**src/rtl/keypad_digit_buffer_pkg.sv**
```systemverilog
// Shared keypad definitions: BCD digit type, its legal maximum and the
// digit-count width helper used by the keypad front end.
package keypad_digit_buffer_pkg;

    localparam int unsigned BCD_W = 4;

    typedef logic [BCD_W-1:0] bcd_t;

    localparam bcd_t BCD_MAX = 4'd9;

    // Bits needed to hold a digit count from 0 up to ndig inclusive.
    function automatic int unsigned count_width(input int unsigned ndig);
        return $clog2(ndig + 1);
    endfunction

endpackage

```
**src/rtl/keypad_digit_buffer_edge_detect.sv**
```systemverilog
// Falling-edge detector for an active-low keypad strobe, qualified by a
// level flag. Resets the history to 0 so a strobe held through reset never fires.
module keypad_edge_detect (
    input  logic clk,
    input  logic reset,
    input  logic strobe_n,
    input  logic qual,
    output logic ev_c
);

    logic strobe_n_q;

    always_ff @(posedge clk) begin
        if (reset) begin
            strobe_n_q <= 1'b0;
        end else begin
            strobe_n_q <= strobe_n;
        end
    end

    // One cycle per high-to-low transition; an unqualified edge is simply lost.
    assign ev_c = strobe_n_q & ~strobe_n & qual;

endmodule

```
**src/rtl/keypad_digit_buffer.sv**
```systemverilog
// Calculator-style BCD entry register fed by the keypad encoder: shifts new
// digits in at nibble 0, supports clear and backspace, and flags full/overflow/bad codes.
module keypad_digit_buffer
    import keypad_digit_buffer_pkg::*;
#(
    parameter int unsigned NDIG      = 4,
    parameter bit          OVERWRITE = 1'b0,
    localparam int unsigned DW = BCD_W * NDIG,
    localparam int unsigned CW = count_width(NDIG)
) (
    input  logic          clk,
    input  logic          reset,
    input  logic [3:0]    code,
    input  logic          loadn,
    input  logic          pgt,
    input  logic          clr,
    input  logic          bksp,
    output logic [DW-1:0] digits,
    output logic [CW-1:0] count,
    output logic          full,
    output logic          new_digit,
    output logic          overflow,
    output logic          err
);

    localparam logic [CW-1:0] CNT_MAX = CW'(NDIG);

    logic          load_ev_c;
    logic [DW-1:0] shifted_c;
    logic          code_ok_c;
    logic          has_room_c;
    logic [CW-1:0] count_inc_c;

    keypad_edge_detect u_edge (
        .clk      (clk),
        .reset    (reset),
        .strobe_n (loadn),
        .qual     (pgt),
        .ev_c     (load_ev_c)
    );

    // Truncating the concatenation drops the oldest nibble; also correct for NDIG=1.
    assign shifted_c   = DW'({digits, code});
    assign code_ok_c   = (bcd_t'(code) <= BCD_MAX);
    assign has_room_c  = (count < CNT_MAX);
    assign count_inc_c = count + CW'(1);

    // Entry state and one-cycle event pulses; priority reset > clr > load > bksp.
    always_ff @(posedge clk) begin
        if (reset) begin
            digits    <= '0;
            count     <= '0;
            full      <= 1'b0;
            new_digit <= 1'b0;
            overflow  <= 1'b0;
            err       <= 1'b0;
        end else begin
            new_digit <= 1'b0;
            overflow  <= 1'b0;
            err       <= 1'b0;
            if (clr) begin
                digits <= '0;
                count  <= '0;
                full   <= 1'b0;
            end else if (load_ev_c) begin
                if (!code_ok_c) begin
                    err <= 1'b1;
                end else if (has_room_c) begin
                    digits    <= shifted_c;
                    count     <= count_inc_c;
                    full      <= (count_inc_c == CNT_MAX);
                    new_digit <= 1'b1;
                end else begin
                    overflow <= 1'b1;
                    if (OVERWRITE) begin
                        digits    <= shifted_c;
                        new_digit <= 1'b1;
                    end
                end
            end else if (bksp && (count != '0)) begin
                digits <= digits >> BCD_W;
                count  <= count - CW'(1);
                full   <= 1'b0;
            end
        end
    end

endmodule

```
**config.mk**
```make
export PLATFORM = sky130hd
export DESIGN_NAME = keypad_digit_buffer
export DESIGN_NICKNAME = d
export VERILOG_FILES = /design/src/rtl/keypad_digit_buffer_pkg.sv /design/src/rtl/keypad_digit_buffer_edge_detect.sv /design/src/rtl/keypad_digit_buffer.sv
export SDC_FILE = /design/constraint.sdc
export NUM_CORES = 1
export LEC_CHECK = 0
export CAP_MARGIN = 40
export CORE_UTILIZATION = 46
export DETAILED_ROUTE_END_ITERATION = 16
export PLACE_DENSITY = 0.78
export RECOVER_POWER = 100
export SLEW_MARGIN = 20
export SYNTH_ARGS = -nofsm -noshare
export SYNTH_HDL_FRONTEND = slang
export SYNTH_SLANG_ARGS = --single-unit
export TNS_END_PERCENT = 30
```
**constraint.sdc**
```tcl
create_clock -name clk -period 2 [get_ports clk]
set_input_delay 0.6 -clock clk [delete_from_list [all_inputs] [get_ports clk]]
set_output_delay 0.6 -clock clk [all_outputs]
set_load 0.005 [all_outputs]
```
=== Yosys cells after proc, flatten, opt, wreduce, memory -nomap -nowiden ===
Index checks and enable logic that the tools add are counted.

* Word-level logic and storage cells: 41
* Register bits after elaboration: 24
* Output and inout bits: 23
* Bits of input ports: 10

* $add $sub $neg: 2
* $lt $le $gt $ge: 2
* Reduce and logical (&&, ||, !) cells: 7
* Equal/unequal tests: 3
* Multiplexer cells: 15
* Bitwise logic cells: 5

{| class="wikitable"
|+ Operator list
! cell !! count
|-
| $mux W16 || 4
|-
| $mux W3 || 4
|-
| $mux W1 || 7
|-
| $le A4 B4 Y1 const B || 1
|-
| $ne A2 B1 Y1 const B || 2
|-
| $reduce_or A4 Y1 || 1
|-
| $add A3 B1 Y3 const B || 1
|-
| $eq A3 B3 Y1 const B || 1
|-
| $lt A3 B3 Y1 const B || 1
|-
| $not A1 Y1 || 3
|-
| $reduce_and A3 Y1 || 1
|-
| $reduce_bool A3 Y1 || 1
|-
| $reduce_or A3 Y1 || 1
|-
| $sub A3 B1 Y3 const B || 1
|-
| $and A1 B1 Y1 || 2
|-
| $reduce_bool A2 Y1 || 1
|-
| $reduce_or A2 Y1 || 1
|-
| $logic_and A1 B1 Y1 || 1
|}

=== Logic depth before layout (Yosys ltp) ===
Gate-level depths: netlist of run 1.

* Depth in word-level cells: 5
* Mapped depth: 8
* Mapped depth without buffers: 6

=== Cells and area by module ===
From an unflattened synthesis of run 1, not the netlist that was laid out.

* Cell total of the unflattened synthesis: 126
* Area, all modules: 1209.9 um2

{| class="wikitable"
|+ Modules (own cells, without submodules)
! module !! area an instance (um2) !! cells each !! seq. area each (um2) !! times used
|-
| keypad_digit_buffer || 1174.9 || 123 || 460.4 || 1
|-
| keypad_edge_detect || 35.0 || 3 || 20.0 || 1
|}

=== Worst setup path after synthesis of run 1 ===
OpenSTA, ideal clock, no wires.

* Path kind: input -> register
* Start point: in loadn
* End point: reg digits[8]
* Setup slack: 410 ps
* Cell stages on the path: 6
* Arrival: 1444 ps
* Setup time: 146 ps
* Cell sequence: nand3b_1 a32o_1 buf_6 buf_6 nor2_1 a211oi_2

* Cells in the longest elaborated chain, start to end: 5
* Elaborated cells between the ends (all ways): 8
* Those cells by class: 2 x eq/ne; 1 x mux; 3 x bitwise; 2 x reduce/logical

{| class="wikitable"
|+ Ends and longest elaborated chain
! item !! line !! source
|-
| start, declared || keypad_digit_buffer.sv:14 || <nowiki>input logic loadn,</nowiki>
|-
| $not A1 Y1 (*) || keypad_digit_buffer_edge_detect.sv:22 || <nowiki>assign ev_c = strobe_n_q & ~strobe_n & qual;</nowiki>
|-
| $and A1 B1 Y1 (*) (2 in series) || keypad_digit_buffer_edge_detect.sv:22 ||
|-
| $ne A2 B1 Y1 (no line) / $reduce_bool A2 Y1 (equally long branches) || - ||
|-
| $reduce_and A3 Y1 (no line) || - ||
|-
| end signal, assigned || keypad_digit_buffer.sv:69 || <nowiki>digits <= shifted_c;</nowiki>
|-
| end signal, assigned || keypad_digit_buffer.sv:76 || <nowiki>digits <= shifted_c;</nowiki>
|-
| end signal, assigned || keypad_digit_buffer.sv:81 || <nowiki>digits <= digits >> BCD_W;</nowiki>
|-
| end, declared || keypad_digit_buffer.sv:18 || <nowiki>output logic [DW-1:0] digits,</nowiki>
|}

Every way passes the cells marked *; elsewhere a longest branch is shown, timed or not.
A chain may end at the register's enable or synchronous reset.

=== Worst setup path in the final report of run 1 ===
* Start point: reg digits[5]
* End point: out digits[5]

No word-level cell between the ends.

==> results of run 1 <==
-- cell usage after synthesis, drive strengths merged, types with 2 or more instances --
master  count
a21oi       4
mux2i      13
nor2       18
ha          4
buf         5
a22oi       5
dfxtp      24
nor3        2
clkbuf      3
nor4        2
inv         3
nand2       4
a211oi     12
-- metal layers --
layer	GRT usage	vias to the layer above	routed length [um]
met5	0	-	0
met4	0.108	0	37
met3	0.0263	4	84
met2	0.353	26	1240
met1	0.252	444	1110
li1	-	478	-
-- metrics by stage --
stage / TNS [ns] / power, uW
floorplan: 0 / 570
finish: 0 / 868
global placement: -0.631 / 623
global route: 0 / 903
detailed placement: -1.46 / 627
CTS: 0 / 883
-- logic make-up (layout without fill, tap and decap cells) --
| kind of cell | count (synthesis) | after routing |
|---|---|---|
| mux | 13 | 13 |
| buf+inv | 11 | 54 |
| fa+ha+maj | 4 | 4 |
| compound gates | 25 | 25 |
| flops | 24 | 24 |
| simple gates | 31 | 31 |
| xor+xnor | 2 | 2 |
-- registers in the layout (all words and copies together), names as in the netlist --
register	count
count	3
digits	16
err	1
full	1
new_digit	1
overflow	1
u_edge.strobe_n_q	1
-- how the worst min path moves through the flow --
stage | endpoint | depth (start not counted)
finish | count[0] | 2
global route | count[0] | 2
CTS | count[1] | 2
detailed placement | count[1] | 2
global placement | count[1] | 2
floorplan | count[1] | 2
-- worst reg2reg max path, stage by stage, from the launching register on --
cell and delay (ns):
dfxtp_1 0.39, inv_1 0.09, ha_1 0.21, nand2b_2 0.08, a32o_1 0.22, buf_12 0.19
nor2_1 0.06, a211oi_1 0.23
-- report_power, final --
part | switching (uW) | leakage (uW) | internal (uW)
Combinational | 53.9 | 0.000469 | 62.2
Clock | 147 | 0.0000210 | 111
Sequential | 6.73 | 0.000194 | 486
Total | 208 | 0.000684 | 660
-- cell usage in the layout (no fill, tap or decap), drive strengths merged, types with 2 or more instances in the layout --
cell	count
a22oi	5
nand2	4
clkdlybuf4s50	12
a21oi	4
nor3	2
mux2i	13
clkbuf	6
nor4	2
dfxtp	24
nor2	18
ha	4
dlygate4sd3	20
a211oi	12
inv	3
buf	13
-- cell type report --
type	instances	area, um^2
timing repair buffer	47	450
clock buffer	4	36.3
inverter	3	11.3
sequential	24	482
tap	28	35.0
multi-input combinational	75	558
fill	180	703
==> metrics.md, run 1 <==
| Metric | Value |
|---|---|
| Mux share of post-synthesis cell area | `0.113` |
| Number of routed nets with antenna violations | `0` |
| Num CTS Buffers | `3` |
| Relative slew margins | `0.707` |
| Post-CTS Resized | `0` |
| Number of synthesized register bits | `24` |
| Worst hold-check path type | `reg -> reg` |
| Diode count | `0` |
| Reg clk slew, reported paths | `0.13 ns` |
| First-pass GRT wire length | `4060 um` |
| Largest net degree at the start of global routing | `28` |
| Minimum hold slack | `0.503 ns` |
| Die X | `52.0 um` |
| Worst skew pair latency | `0.32 ns` |
| Wire per inst | `13.7 um` |
| CP delay by family, top | `buffers and inverters` |
| Worst VDD drop | `0.000447 V` |
| Fin crit share | `0.959` |
| Worst slack at placement | `-0.111 ns` |
| Vias/cell | `5.26` |
| Outcome | `complete, no violations` |
| Initial antenna violation count | `0` |
| Crit start category | `flop` |
| Hold buffer count at CTS | `0` |
| Synth Area in Simple Gates | `0.132` |
| Path depth of the worst reg2reg path | `7` |
| WP data required | `1.40 ns` |
| Synth-to-layout area growth | `36.9%` |
| Adder-Cell Fraction of Synth Area | `0.0436` |
| Post-route non-filler standard cell count | `181` |
| Pwr Density | `552 nW/um^2` |
| FF-to-FF End | `digits[2]` |
| Final net count | `168` |
| I/O pins | `33` |
| CP startpoint | `digits[5]` |
| Maximum clock insertion buffer count | `2` |
| GR Overflow Total | `0` |
| Slew @ Worst Pin | `0.440 ns` |
| R2r setup slk | `0.46 ns` |
| Crit path max fanout | `4` |
| Post-Route Skew | `0.00100 ns` |
| CTS tree | `yes` |
| Synth area leaders | `dfxtp_1, a211oi_2, mux2i_1` |
| Largest family of logic cells by synthesized area | `compound AO/OA/AOI/OAI gates` |
| Sink Count | `24` |
| Syn avg cell area | `10.4 um^2` |
| Drt first pass iters | `4` |
| Slowest cell on crit path | `dlygate4sd3_1` |
| Clock H-tree levels | `1` |
| Final WL | `2470 um` |
| Syn Std Cell Area | `1150 um^2` |
| Top FF cell, synth | `dfxtp_1` |
| Vias in the first global route | `918` |
| Setup violations, final | `0` |
| Post-synthesis xor/xnor area fraction | `0.0153` |
| Cell variety after synth | `27` |
| Syn Nets | `124` |
| Slew Viols, Final | `0` |
| Starting density of the core | `0.505` |
| Unrepaired setup endpoints after global routing | `false` |
| Crit-path max cell delay | `0.60 ns` |
| Ys Warns | `0` |
| Reg-to-Reg Start | `count[0]` |
| Count of mapped cells out of synthesis | `110` |
| CP arrival | `1.32 ns` |
| Worst setup path end | `digits[5]` |
| Fin area | `1570 um^2` |
| # rows | `17` |
| Critical path depth in cells | `1` |
| Routed via count | `952` |
| Crit-path cells | `dlygate4sd3_1` |
| Max Cap Viol | `0` |
| CP endpoint kind | `output port` |
| Sequential area share after synthesis | `0.418` |
| Post-DP Area | `1570 um^2` |
| Buf+Inv Stages, Crit Path | `1` |
| GPL Wtd Cong | `0.784` |
| Initial drt markers | `12` |
| All-Layer GR Usage | `0.207` |
| CTS root buf | `clkbuf_4` |
| P_leak | `0.000684 uW` |
| Crit Path Category | `reg -> out` |
| Setup repair bufs after CTS | `0` |
| Most area-hungry cell type in the Yosys netlist | `dfxtp_1` |
| Fin. Hold Viols | `0` |
| Dpl hpwl | `1880 um` |
| Drc violations | `0` |
| Buffers on Ports | `32` |
| Number of synthesized flops with an enable pin | `0` |
| Final core occ | `0.691` |
| Post-synth ARST share | `0` |
| Worst Hold Launch | `count[0]` |
| Setup WS post-layout | `0.0825 ns` |
| Top-area cell type share of the netlist area | `0.418` |
| Core area | `2280 um^2` |
| Tmin final | `1.92 ns` |
| Fmax | `522 MHz` |
| DP Cell Count | `177` |
| Die ar. | `2700 um^2` |
| Compound-Gate Fraction of Synth Area | `0.208` |
| Die Y-Extent | `52.0 um` |
| Fraction of final layout cells sized beyond drive strength 1 | `0.176` |
(Power assumes the default switching activity.)
==> run 2, diff against run 1 <==
Settings changed: ABC_AREA from default to 1, CORE_UTILIZATION 46 to 50, DONT_BUFFER_PORTS from default to 1, PLACE_DENSITY 0.78 to 0.68.
Clock period 2 ns to 1.6 ns, I/O delays scaled along.
==> metrics.md, run 2 <==
| Metric | Value |
|---|---|
| Ys Warns | `0` |
| Vias/cell | `5.18` |
| GR Util met3 | `0.0446` |
| Fin. Hold Viols | `0` |
| GR Layer Usage met2 | `0.335` |
| Starting density of the core | `0.542` |
| Wire per inst | `12.7 um` |
| # rows | `17` |
| Synth-to-layout area growth | `2.76%` |
| Routed via count | `1036` |
| Largest registers | `digits: 16 flops, count: 3 flops` |
| Top FF cell, synth | `dfxtp_1` |
| Diode count | `0` |
| Number of synthesized register bits | `24` |
| Commonest cells after routing, fill and taps aside | `nand2_1, nor2_1, dfxtp_1, inv_1` |
| Initial antenna violation count | `0` |
| Slew @ Worst Pin | `0.391 ns` |
| Syn Nets | `185` |
| CTS tree | `yes` |
| Crit start category | `flop` |
| Most common cell after layout, fill and taps aside | `nand2_1` |
| Setup repair bufs after CTS | `0` |
| GR Overflow Total | `0` |
| Synth area leaders | `dfxtp_1, nand2_1, nor2_1` |
| GRT Max-Usage Layer | `met2` |
| Vias in the first global route | `997` |
| Syn avg cell area | `7.15 um^2` |
| Initial drt markers | `22` |
| Post-synth ARST share | `0` |
| Number of synthesized flops with an enable pin | `0` |
| Largest net degree at the start of global routing | `20` |
| Buffers on Ports | `0` |
| Cell variety after synth | `23` |
| Fmax | `702 MHz` |
| Post-synth top cells | `nand2_1, nor2_1, dfxtp_1` |
| Fin Setup TNS | `0 ns` |
| Setup WS post-layout | `0.175 ns` |
| Slew Viols, Final | `0` |
| Reg clk slew, reported paths | `0.14 ns` |
| Number of routed nets with antenna violations | `0` |
| CTS root buf | `clkbuf_4` |
| Worst VDD drop | `0.000524 V` |
| Outcome | `complete, no violations` |
| Num CTS Buffers | `3` |
| Drt first pass iters | `4` |
| Max Cap Viol | `0` |
| All-Layer GR Usage | `0.221` |
| I/O pins | `33` |
| Relative slew margins | `0.739` |
| Final WL | `2530 um` |
| Most area-hungry cell type in the Yosys netlist | `dfxtp_1` |
| Dpl hpwl | `1830 um` |
| CP arrival | `1.69 ns` |
| Max FFs per register | `16` |
| Drc violations | `0` |
| Maximum clock insertion buffer count | `2` |
| Post-CTS Resized | `0` |
| WP data required | `1.87 ns` |
| Syn Std Cell Area | `1220 um^2` |
| CP endpoint kind | `flop` |
| Fin crit share | `0.891` |
| Worst hold stages | `1` |
| Die Y-Extent | `51.4 um` |
| Top-area cell type share of the netlist area | `0.393` |
| Worst hold-check path type | `in -> reg` |
| Setup violations, final | `0` |
| GPL Wtd Cong | `0.799` |
| Hold buffer count at CTS | `0` |
| P_leak | `0.000562 uW` |
| Tmin final | `1.42 ns` |
| Sequential area share after synthesis | `0.393` |
| Fraction of final layout cells sized beyond drive strength 1 | `0.0930` |
| Worst skew pair latency | `0.32 ns` |
| Unrepaired setup endpoints after global routing | `false` |
| Die ar. | `2650 um^2` |
| Die X | `51.4 um` |
| Crit path max fanout | `11` |
| Sink Count | `24` |
| Count of mapped cells out of synthesis | `171` |
| Crit Path Category | `reg -> reg` |
| Worst slack at placement | `0.207 ns` |
| Core area | `2250 um^2` |
| Path depth of the worst reg2reg path | `7` |
| Top reg by flops | `digits` |
| Post-Route Skew | `0.0113 ns` |
| Final net count | `187` |
| Met1 usage | `0.295` |
| First-pass GRT wire length | `4310 um` |
| Clock H-tree levels | `1` |
| Top-count cell post-synth | `nand2_1` |
| Pwr Density | `831 nW/um^2` |
## run 2: changes by cell type in the layout (fill, tap and decap cells not counted), moves of 7 or more
cell             delta
a211oi_2            -7
buf_4               -8
clkdlybuf4s50_1    -12
dlygate4sd3_1      -20
inv_1              +11
mux2i_1            -13
nand2_1            +40
nand3_1            +11
nor2_1             +15
o21ai_0            +10
## run 2: layer usage
| layer | vias to the layer above | wire length (um) | part of all wire |
|---|---|---|---|
| met4 | 0 | 44 | 0.017 |
| met2 | 39 | 1110 | 0.44 |
| li1 | 534 | - | - |
| met5 | - | 0 | 0 |
| met3 | 5 | 183 | 0.072 |
| met1 | 458 | 1200 | 0.47 |
## run 2: logic make-up (layout without fill, tap and decap cells)
| logic type | count (synthesis) | count (layout) | share of synthesized area |
|---|---|---|---|
| AOI/OAI and AO/OA | 19 | 19 | 0.0870 |
| adders and majority gates | 4 | 4 | 0.0409 |
| DFF | 24 | 24 | 0.393 |
| buffers and inverters | 24 | 25 | 0.0972 |
| xor gates and xnor gates | 1 | 1 | 0.00717 |
| and+or+nand+nor | 99 | 99 | 0.375 |
## run 2: worst max-delay path, stage by stage (launching register included)
cell	delay, ns
dfxtp_1	0.37
nand2_1	0.06
nor2_1	0.21
clkbuf_1	0.36
nand2_1	0.10
nand2_1	0.09
nand2_1	0.06
a21oi_1	0.13
## run 2: stage by stage
stage | hold slack [ns] | cells | area (um^2) | total power, uW | util
6_report | 0.202 | 200 | 1260 | 1040 | 0.557
4_1_cts | 0.199 | 200 | 1270 | 1050 | 0.564
3_5_place_dp | 0.500 | 196 | 1240 | 731 | 0.548
2_1_floorplan | 0.473 | 171 | 1220 | 716 | -
5_1_grt | 0.192 | 200 | 1260 | 1080 | 0.557
3_3_place_gp | 0.490 | 196 | 1240 | 729 | 0.548
## run 2: power by group
group          switching, uW  internal [uW]
Clock                    189            139
Sequential              9.84            608
Combinational           63.1           34.5
## run 2: cell type report
type                       count  area, um^2
fill                         239         998
multi-input combinational    123         613
sequential                    24         480
inverter                      16        60.1
clock buffer                   4        36.3
tap                           28        35.0
timing repair buffer           5        31.3
## run 2: path summary, 6_finish.rpt
check                                  startpoint           endpoint  slack [ns]
worst max register to register  u_edge.strobe_n_q           count[2]        0.18
worst min register to register         digits[12]         digits[12]        0.52
worst min-delay path                        reset  u_edge.strobe_n_q        0.20
worst max-delay path            u_edge.strobe_n_q           count[2]        0.18
